--- src/rtl/matmul_pkg.sv ---
// Shared types and helpers for the pipelined matrix-multiply engine.
package matmul_pkg;

    localparam int unsigned MAX_MEM_LAT = 4;
    localparam int unsigned TAG_DIM_W   = 16;   // must be >= DIM_W of the engine
    localparam int unsigned SAT_W       = 128;  // must be >= ACC_W of the engine

    typedef enum logic [1:0] {
        IDLE,
        ISSUE,
        DRAIN,
        FINISH
    } state_e;

    typedef struct packed {
        logic                 valid;
        logic                 first;
        logic                 last;
        logic [TAG_DIM_W-1:0] i;
        logic [TAG_DIM_W-1:0] j;
    } tag_t;

    // Clamp a sign-extended value into the signed range of a w-bit word.
    function automatic logic signed [SAT_W-1:0] sat_clip(input logic signed [SAT_W-1:0] v,
                                                         input int unsigned w);
        logic signed [SAT_W-1:0] hi;
        logic signed [SAT_W-1:0] lo;
        logic signed [SAT_W-1:0] r;
        hi = (SAT_W'(1) << (w - 1)) - SAT_W'(1);
        lo = ~hi;
        r  = v;
        if (v > hi) begin
            r = hi;
        end else if (v < lo) begin
            r = lo;
        end
        return r;
    endfunction

endpackage

--- src/rtl/matmul_mac.sv ---
// Signed multiply-accumulate with saturating/truncating and ReLU write-back stage.
module matmul_mac
    import matmul_pkg::*;
#(
    parameter int unsigned DATA_W = 32,
    parameter int unsigned ACC_W  = 64
) (
    input  logic              clk,
    input  logic              rst_n,
    input  logic [DATA_W-1:0] a_i,
    input  logic [DATA_W-1:0] b_i,
    input  logic              valid_i,
    input  logic              first_i,
    input  logic              last_i,
    input  logic              sat_en_i,
    input  logic              relu_en_i,
    output logic [DATA_W-1:0] data_o,
    output logic              we_o
);

    logic signed [2*DATA_W-1:0] mul;
    logic signed [ACC_W-1:0]    prod;
    logic signed [ACC_W-1:0]    sum;
    logic signed [ACC_W-1:0]    acc_q;
    logic [DATA_W-1:0]          res;
    logic [DATA_W-1:0]          data_q;
    logic                       we_q;

    always_comb begin
        mul  = (2*DATA_W)'($signed(a_i)) * (2*DATA_W)'($signed(b_i));
        prod = ACC_W'(mul);
        sum  = first_i ? prod : acc_q + prod;
        if (sat_en_i) begin
            res = DATA_W'(sat_clip(SAT_W'(sum), DATA_W));
        end else begin
            res = sum[DATA_W-1:0];
        end
        if (relu_en_i && res[DATA_W-1]) begin
            res = '0;
        end
    end

    always_ff @(posedge clk or negedge rst_n) begin
        if (!rst_n) begin
            acc_q  <= '0;
            data_q <= '0;
            we_q   <= 1'b0;
        end else begin
            we_q <= valid_i && last_i;
            if (valid_i) begin
                acc_q <= sum;
            end
            if (valid_i && last_i) begin
                data_q <= res;
            end
        end
    end

    assign data_o = data_q;
    assign we_o   = we_q;

endmodule

--- src/rtl/matmul_engine.sv ---
// C = A*B engine: issue FSM, strided address counters and a tag pipeline matching memory latency.
module matmul_engine
    import matmul_pkg::*;
#(
    parameter int unsigned DATA_W  = 32,
    parameter int unsigned ACC_W   = 64,
    parameter int unsigned DIM_W   = 10,
    parameter int unsigned ADDR_W  = 16,
    parameter int unsigned MEM_LAT = 1
) (
    input  logic              clk,
    input  logic              rst_n,
    input  logic              start,
    input  logic [DIM_W-1:0]  m,
    input  logic [DIM_W-1:0]  n,
    input  logic [DIM_W-1:0]  k,
    input  logic [ADDR_W-1:0] input_base,
    input  logic [ADDR_W-1:0] weight_base,
    input  logic [ADDR_W-1:0] output_base,
    input  logic              sat_en,
    input  logic              relu_en,
    output logic [ADDR_W-1:0] input_addr,
    output logic [ADDR_W-1:0] weight_addr,
    input  logic [DATA_W-1:0] input_data,
    input  logic [DATA_W-1:0] weight_data,
    output logic [ADDR_W-1:0] output_addr,
    output logic [DATA_W-1:0] output_data,
    output logic              write_enable,
    output logic              busy,
    output logic              done,
    output logic              error
);

    state_e state_q, state_d;

    logic [DIM_W-1:0]  m_q, n_q, k_q, p_q, j_q, i_q;
    logic [DIM_W-1:0]  p_nx, j_nx, i_nx;
    logic [ADDR_W-1:0] in_addr_q, in_row_q, wt_addr_q, wt_col_q, wt_base_q;
    logic [ADDR_W-1:0] in_nx, in_row_nx, wt_nx, wt_col_nx;
    logic [ADDR_W-1:0] out_row_q, out_addr_q;
    logic              sat_q, relu_q, err_q, fin_q;
    logic              zero_dim, last_p, last_j, last_i, final_pair, tag_final;
    tag_t              tag_q [MEM_LAT+1];
    tag_t              tag_out, start_tag, issue_tag;

    assign zero_dim = (m == '0) || (n == '0) || (k == '0);

    // Strides replace i*k+p and p*n+j: row/column anchors are bumped as the counters wrap.
    always_comb begin
        last_p     = (p_q == k_q - 1'b1);
        last_j     = (j_q == n_q - 1'b1);
        last_i     = (i_q == m_q - 1'b1);
        final_pair = last_p && last_j && last_i;
        p_nx       = p_q + 1'b1;
        j_nx       = j_q;
        i_nx       = i_q;
        in_nx      = in_addr_q + 1'b1;
        wt_nx      = wt_addr_q + ADDR_W'(n_q);
        in_row_nx  = in_row_q;
        wt_col_nx  = wt_col_q;
        if (last_p) begin
            p_nx = '0;
            if (last_j) begin
                j_nx      = '0;
                i_nx      = i_q + 1'b1;
                in_row_nx = in_row_q + ADDR_W'(k_q);
                wt_col_nx = wt_base_q;
            end else begin
                j_nx      = j_q + 1'b1;
                wt_col_nx = wt_col_q + 1'b1;
            end
            in_nx = in_row_nx;
            wt_nx = wt_col_nx;
        end
        issue_tag       = '0;
        issue_tag.valid = 1'b1;
        issue_tag.first = (p_nx == '0);
        issue_tag.last  = (p_nx == k_q - 1'b1);
        issue_tag.i     = TAG_DIM_W'(i_nx);
        issue_tag.j     = TAG_DIM_W'(j_nx);
        start_tag       = '0;
        start_tag.valid = 1'b1;
        start_tag.first = 1'b1;
        start_tag.last  = (k == DIM_W'(1));
        tag_out         = tag_q[MEM_LAT];
        tag_final       = tag_out.valid && tag_out.last
                          && (tag_out.i == TAG_DIM_W'(m_q - 1'b1))
                          && (tag_out.j == TAG_DIM_W'(n_q - 1'b1));
    end

    always_comb begin
        state_d = state_q;
        case (state_q)
            IDLE:    if (start) state_d = zero_dim ? FINISH : ISSUE;
            ISSUE:   if (final_pair) state_d = DRAIN;
            DRAIN:   if (fin_q) state_d = FINISH;
            FINISH:  state_d = IDLE;
            default: state_d = IDLE;
        endcase
    end

    always_ff @(posedge clk or negedge rst_n) begin
        if (!rst_n) begin
            state_q <= IDLE;
        end else begin
            state_q <= state_d;
        end
    end

    always_ff @(posedge clk or negedge rst_n) begin
        if (!rst_n) begin
            {m_q, n_q, k_q, p_q, j_q, i_q} <= '0;
            {in_addr_q, in_row_q, wt_addr_q, wt_col_q, wt_base_q} <= '0;
            {out_row_q, out_addr_q} <= '0;
            {sat_q, relu_q, err_q, fin_q} <= '0;
            for (int unsigned s = 0; s <= MEM_LAT; s++) tag_q[s] <= '0;
        end else begin
            err_q    <= (state_q == IDLE) && start && zero_dim;
            fin_q    <= tag_final;
            tag_q[0] <= '0;
            for (int unsigned s = 1; s <= MEM_LAT; s++) tag_q[s] <= tag_q[s-1];
            // Writes leave in row-major order, so the output address advances by row anchor + j.
            if (tag_out.valid && tag_out.last) begin
                out_addr_q <= out_row_q + ADDR_W'(tag_out.j);
                if (tag_out.j == TAG_DIM_W'(n_q - 1'b1)) out_row_q <= out_row_q + ADDR_W'(n_q);
            end
            case (state_q)
                IDLE: if (start && !zero_dim) begin
                    {m_q, n_q, k_q} <= {m, n, k};
                    {p_q, j_q, i_q} <= '0;
                    {sat_q, relu_q} <= {sat_en, relu_en};
                    in_addr_q <= input_base;
                    in_row_q  <= input_base;
                    wt_addr_q <= weight_base;
                    wt_col_q  <= weight_base;
                    wt_base_q <= weight_base;
                    out_row_q <= output_base;
                    tag_q[0]  <= start_tag;
                end
                ISSUE: if (!final_pair) begin
                    {p_q, j_q, i_q} <= {p_nx, j_nx, i_nx};
                    in_addr_q <= in_nx;
                    in_row_q  <= in_row_nx;
                    wt_addr_q <= wt_nx;
                    wt_col_q  <= wt_col_nx;
                    tag_q[0]  <= issue_tag;
                end
                default: ;
            endcase
        end
    end

    matmul_mac #(
        .DATA_W (DATA_W),
        .ACC_W  (ACC_W)
    ) u_mac (
        .clk       (clk),
        .rst_n     (rst_n),
        .a_i       (input_data),
        .b_i       (weight_data),
        .valid_i   (tag_out.valid),
        .first_i   (tag_out.first),
        .last_i    (tag_out.last),
        .sat_en_i  (sat_q),
        .relu_en_i (relu_q),
        .data_o    (output_data),
        .we_o      (write_enable)
    );

    assign input_addr  = in_addr_q;
    assign weight_addr = wt_addr_q;
    assign output_addr = out_addr_q;
    assign busy        = (state_q == ISSUE) || (state_q == DRAIN);
    assign done        = (state_q == FINISH);
    assign error       = err_q;

endmodule

--- config.mk ---
export PLATFORM = sky130hd
export DESIGN_NAME = matmul_engine
export DESIGN_NICKNAME = d
export VERILOG_FILES = /design/src/rtl/matmul_pkg.sv /design/src/rtl/matmul_mac.sv /design/src/rtl/matmul_engine.sv
export SDC_FILE = /design/constraint.sdc
export NUM_CORES = 2
export LEC_CHECK = 0
export ABC_AREA = 1
export CAP_MARGIN = 20
export CORE_AREA = 2 2 247 431
export DETAILED_ROUTE_END_ITERATION = 16
export DIE_AREA = 0 0 249 433
export DONT_BUFFER_PORTS = 1
export PLACE_DENSITY = 0.79
export SETUP_SLACK_MARGIN = 0.4
export SLEW_MARGIN = 20
export SYNTH_ARGS = -nofsm -noshare
export SYNTH_HDL_FRONTEND = slang
export SYNTH_SLANG_ARGS = --single-unit
--- constraint.sdc ---
create_clock -name clk -period 2.8 [get_ports clk]
set_input_delay 0.7 -clock clk [delete_from_list [all_inputs] [get_ports clk]]
set_output_delay 0.7 -clock clk [all_outputs]
set_load 0.05 [all_outputs]
Word-level counts from Yosys, hierarchy flattened
Index checks and enable logic that the tools add are counted.
{"block": "totals", "elab_cells": 133, "in_bits": 147, "ff_bits": 345}
{"block": "op_classes", "n_mux": 45, "eq_ne": 16, "n_addsub": 15, "n_reduce_logical": 23, "order_cmp": 2, "multipliers": 1}
{"operator": "$mux 16", "count": 16}
{"operator": "$mux 32", "count": 4}
{"operator": "$pmux 16 s2", "count": 4}
{"operator": "$mux 10", "count": 9}
{"operator": "$mux 35", "count": 2}
{"operator": "$pmux 35 s2", "count": 1}
{"operator": "$add 64x64->64", "count": 1}
{"operator": "$gt 64x32->1 const B", "count": 1}
{"operator": "$lt 64x32->1 const B", "count": 1}
{"operator": "$mul 32x32->64", "count": 1}
{"operator": "$mux 64", "count": 1}
{"operator": "$pmux 10 s2", "count": 3}
{"operator": "$add 16x10->16", "count": 3}
{"operator": "$eq 10x10->1", "count": 4}
{"operator": "$logic_not 10->1", "count": 4}
{"operator": "$add 16x1->16 const B", "count": 2}
{"operator": "$eq 16x16->1", "count": 2}
{"operator": "$add 10x1->10 const B", "count": 3}
{"operator": "$sub 10x1->10 const B", "count": 3}
{"operator": "$sub 10x1->11 const B", "count": 2}
{"operator": "$add 16x16->16", "count": 1}
{"operator": "$eq 10x1->1 const B", "count": 1}
{"operator": "$ne 2x2->1 const B", "count": 5}
{"operator": "$logic_and 1x1->1", "count": 9}
{"operator": "12 further kinds", "count": 19}

Longest topological paths before layout
{"block": "depth", "word_depth": 9, "ltp_mapped": 56, "depth_no_buf": 54}

By module
A second synthesis with hierarchy kept.
{"block": "unflattened", "cells_unflattened": 9298, "area_unflattened_um2": 65291.4}
{"module": "matmul_mac", "n_inst": 1, "area_per_inst_um2": 50075.5, "cells_each": 7084}
{"module": "matmul_engine", "n_inst": 1, "area_per_inst_um2": 15215.8, "cells_each": 2214}

Worst setup path before layout
OpenSTA, ideal clock, no wires.
{"block": "synth_path", "path_kind": "input port to flip-flop", "start": "in input_data[31]", "end": "reg u_mac.data_q[10], in the netlist u_mac.data_o[10]", "stages": 46, "path_slack_ns": -6.752, "required_ns": 2.682, "t_arrival_ns": 9.434, "path_cell_list": "clkbuf_1 -> nand2_1 -> inv_1 -> fa_1 -> fa_1 -> fa_1 -> fa_1 -> inv_1 -> fa_1 -> inv_1 -> fa_1 -> inv_1 -> fa_1 -> inv_1 -> fa_1 -> ha_1 -> nand2_1 -> nor2_1 -> [... 10 more ...] -> inv_1 -> nand2_1 -> nor3_1 -> and2_1 -> nand2_1 -> nand2_1 -> nand2_1 -> nand3_1 -> nand2_1 -> nor3_1 -> nand2_1 -> nor2_1 -> nand3_1 -> nand2_1 -> buf_4 -> nand2_1 -> nand2_1 -> nand2_1"}
{"block": "synth_between", "elab_chain_cells": 9}
{"element": "start: declaration", "line": "matmul_engine.sv:24", "text": "input logic [DATA_W-1:0] input_data,"}
{"element": "$mul 32x32->64 *", "line": "matmul_mac.sv:30", "text": "mul = (2*DATA_W)'($signed(a_i)) * (2*DATA_W)'($signed(b_i));"}
{"element": "$add 64x64->64", "line": "matmul_mac.sv:32", "text": "sum = first_i ? prod : acc_q + prod;"}
{"element": "$mux 64 *", "line": "matmul_mac.sv:32"}
{"element": "$lt 64x32->1", "line": "matmul_pkg.sv:34", "text": "end else if (v < lo) begin"}
{"element": "$mux 32", "line": "matmul_pkg.sv:34"}
{"element": "$mux 32", "line": "matmul_pkg.sv:32", "text": "if (v > hi) begin"}
{"element": "$mux 32 *", "line": "matmul_mac.sv:33", "text": "if (sat_en_i) begin"}
{"element": "$logic_and 1x1->1", "line": "matmul_mac.sv:38", "text": "if (relu_en_i && res[DATA_W-1]) begin"}
{"element": "$mux 32 *", "line": "matmul_mac.sv:38"}
{"element": "end signal: assignment", "line": "matmul_mac.sv:54", "text": "data_q <= res;"}
{"element": "end: declaration", "line": "matmul_mac.sv:26", "text": "logic [DATA_W-1:0] data_q;"}
Every way passes the cells marked *; elsewhere a longest branch is shown, timed or not.
A chain may end at the register's enable or synchronous reset.

Worst setup path after layout
{"block": "layout_path", "start": "in weight_data[31]", "end": "reg u_mac.data_q[7], in the netlist u_mac.data_o[7]"}
{"block": "layout_between", "elab_chain_cells": 9}
{"element": "start: declaration", "line": "matmul_engine.sv:25", "text": "input logic [DATA_W-1:0] weight_data,"}
{"element": "$mul 32x32->64 *", "line": "matmul_mac.sv:30"}
{"element": "$add 64x64->64", "line": "matmul_mac.sv:32"}
{"element": "$mux 64 *", "line": "matmul_mac.sv:32"}
{"element": "$lt 64x32->1", "line": "matmul_pkg.sv:34"}
{"element": "$mux 32", "line": "matmul_pkg.sv:34"}
{"element": "$mux 32", "line": "matmul_pkg.sv:32"}
{"element": "$mux 32 *", "line": "matmul_mac.sv:33"}
{"element": "$logic_and 1x1->1", "line": "matmul_mac.sv:38"}
{"element": "$mux 32 *", "line": "matmul_mac.sv:38"}
Marked as above.

==> impl_results.md <==
* Critical path peak fanout at 8
* GRT Residual Overflow at 0
* Root Buffer: clkbuf_16
* #FFs+latches synth at 321
* Vias per inst at 5.54
* Crit. End Element: register
* Largest net degree at the start of global routing at 322
* Synth Area in Adders at 40.4%
* GRT Overall Usage at 43.2%
* Top Ports at 231
* DR vias at 60800
* Die Y at 433 µm
* Relative slew slack at 15.8%
* Unrepaired setup endpoints after global routing: yes
* Post-synthesis cell count at 8808
* Hpwl dp at 180 mm
* RePlAce Congestion at 1.06
* Max incr delay on CP at 0.60 ns
* Required time of the critical path at 3.37 ns
* Synthesized area at 0.0631 mm²
* Die area at 0.108 mm²
* Die width at 249 µm
* Dominant cell by count in the synthesized netlist: nand2_1
* Final instance area at 0.0797 mm²
* CP Class: in2reg
* PnR worst setup slack at -6.40 ns
* Setup-failing EPs final at 219
* Clock Latency Late Sink at 0.63 ns
* Initial drt markers at 3901
* Worst EP arrival at 9.77 ns
* Area after DPL at 0.0735 mm²
* Nets@finish at 11100
* Cell Rows at 157
* Setup Skew at 0.0166 ns
* Max-cap violations at 0
* Synth area leaders: fa_1, nand2_1, inv_1
* Clock Pin Slew Worst Setup and Hold Paths at 0.08 ns
* Share of Yosys cell area claimed by the top area cell type at 34.5%
* Synth Area in XOR/XNOR at 2.31%
* Synthesis-to-layout area growth at 26.3%
* Post-synth EDFFs at 0
* Asr flop ratio synth at 100%
* CORE AREA at 0.104 mm²
* Synth Area in Compound Gates at 5.47%
* Layout cells sized above 1 at 24.8%
* H-tree depth at 1
* Mux cell area share after synthesis at 0.0159%
* Drt wl/cell at 20.7 µm
* Seq/Total Area, Yosys at 12.7%
* Synth Area per Inst at 7.17 µm²
* Total wire length at 228 mm
* CTS tree: built
* Clock Path Buffers at 3
* Drc violations at 0
* Detail Route Antenna Nets at 0
* Fin Hold WS at -0.237 ns
* Syn Nets at 10300
* Largest family of logic cells by synthesized area: adder cells
* Main synth FF type: dfrtp_1
* Fmax at 109 MHz
* Post-Synth Simple-Gate Area at 23.4%
* Yosys warns at 0
* Clock sinks at 321
* Filler cells at 7812
* Yosys cell types at 61
* Status: finished with violations
* Slew @ Worst Pin at 1.26 ns
* Crit-path most repeated cell: nand2_1
* CP startpoint kind: primary input
* CTS buffer count at 27
* Endpoints failing hold at 195
* Yosys top cell by area: fa_1
* Hold WC Path Type: in2async
* Initial Utilization at 60.5%
* Port bufs at 0
* Min cycle time layout at 9.20 ns
* First-pass GRT wire length at 354 mm
* Worst path slowest cell: fa_2
* Most frequent cells after synthesis: nand2_1, inv_1, fa_1, nor2_1, dfrtp_1
* Router iterations before antenna repair at 9
* Vias in the first global route at 66000
* Max Transition Viols Final at 0
* Initial antenna violation count at 9
* Final period util at 329%
* Violated checks: hold timing, setup timing
-- through the flow --
step	setup slack [ns]	std cells	TNS, ns	util [%]
6_report	-6.40	11000	-508.86	76.4
5_1_grt	-6.63	11000	-551.69	76.4
4_1_cts	-6.28	10900	-526.01	74.4
3_5_place_dp	-7.45	10800	-615.05	70.5
3_3_place_gp	-7.41	10800	-605.75	70.5
2_1_floorplan	-6.10	8808	-461.61	-
-- sequential cells by signal (all words and copies together) (netlist names), 10 cells and up --
name	flops
n_q	10
out_row_q	16
k_q	10
in_row_q	16
u_mac.acc_q	64
u_mac.data_o	32
wt_base_q	16
i_q	10
tag_q	23
j_q	10
wt_col_q	16
p_q	10
tag_out	23
weight_addr	16
input_addr	16
output_addr	16
m_q	10
-- repair_timing --
item | in CTS | in global routing
buffers inserted | 82 | 51
endpoints found under the setup margin | 237 | 237
gates resized for setup | 625 | 455
gates cloned | 6 | 2
pin swaps | 178 | 206
endpoints found under the hold margin | 321 | 321
-- cell families after synthesis --
family	after synthesis
compound gates	644
xor+xnor	162
fa+ha+maj	1387
buf+inv	2605
flops	321
mux	1
simple gates	3688
-- routing by layer --
layer  share of wire (%)  vias to the layer above  global-route usage [%]
met3                 7.4                     1359                    9.23
met4                  12                        6                    41.8
met1                  30                    29300                    40.9
met5               0.042                        -                       0
met2                  51                     3013                    76.9
li1                    -                    27200                       -
-- worst max-delay path, delay by kind of cell --
kind / cells / cell delay [ns]
adder cells (fa/ha/maj): 10 / 4.51
AND/OR/NAND/NOR: 24 / 2.52
buffers and inverters: 13 / 1.58
AO/OA/AOI/OAI: 3 / 0.42
-- final timing paths --
| check | start | endpoint | slack (ns) | cells after the start |
|---|---|---|---|---|
| min in group clk | weight_base[4] | wt_base_q[4]$_DFFE_PN0P_ | 0.19 | 2 |
| max reg2reg | u_mac.acc_q[0]$_DFFE_PN0P_ | u_mac.data_o[7]$_DFFE_PN0P_ | -0.91 | 29 |
| max | weight_data[31] | u_mac.data_o[7]$_DFFE_PN0P_ | -6.40 | 50 |
| max in group asynchronous | rst_n | in_row_q[6]$_DFFE_PN0P_ | 2.00 | 0 |
| min | rst_n | u_mac.data_o[1]$_DFFE_PN0P_ | -0.24 | 0 |
| min reg2reg | tag_q[54]$_DFF_PN0_ | tag_out[19]$_DFF_PN0_ | 0.35 | 0 |
-- cells in the final DEF, fill, tap and decap left out, types with 41 or more instances in the layout --
master,count
a21oi_1,126
a21oi_2,64
buf_4,922
buf_6,94
dfrtp_1,317
fa_1,1039
fa_2,48
ha_1,174
ha_4,124
inv_1,2148
inv_2,151
nand2_1,2347
nand2_2,293
nand2_4,108
nand3_1,216
nand3_2,76
nand4_1,52
nor2_1,209
nor2_2,86
nor2_4,124
nor3_1,41
o21ai_0,182
o21ai_1,106
xnor2_1,43
xor2_1,101
-- layout make-up --
type | instances | area [µm²] | share of cell area (%)
clock inverters | 16 | 188 | 0.235
repair buffers | 1061 | 8920 | 11.2
multi-input cells | 5882 | 51400 | 64.5
clock buffers | 34 | 752 | 0.943
well taps | 1351 | 1690 | 2.12
diodes | 11 | 27.5 | 0.0345
flip-flops and latches | 321 | 8040 | 10.1
inverters | 2313 | 8720 | 10.9
Power is not shown: default switching activity piles up to over one toggle a cycle in this logic, so the estimate is an artifact.
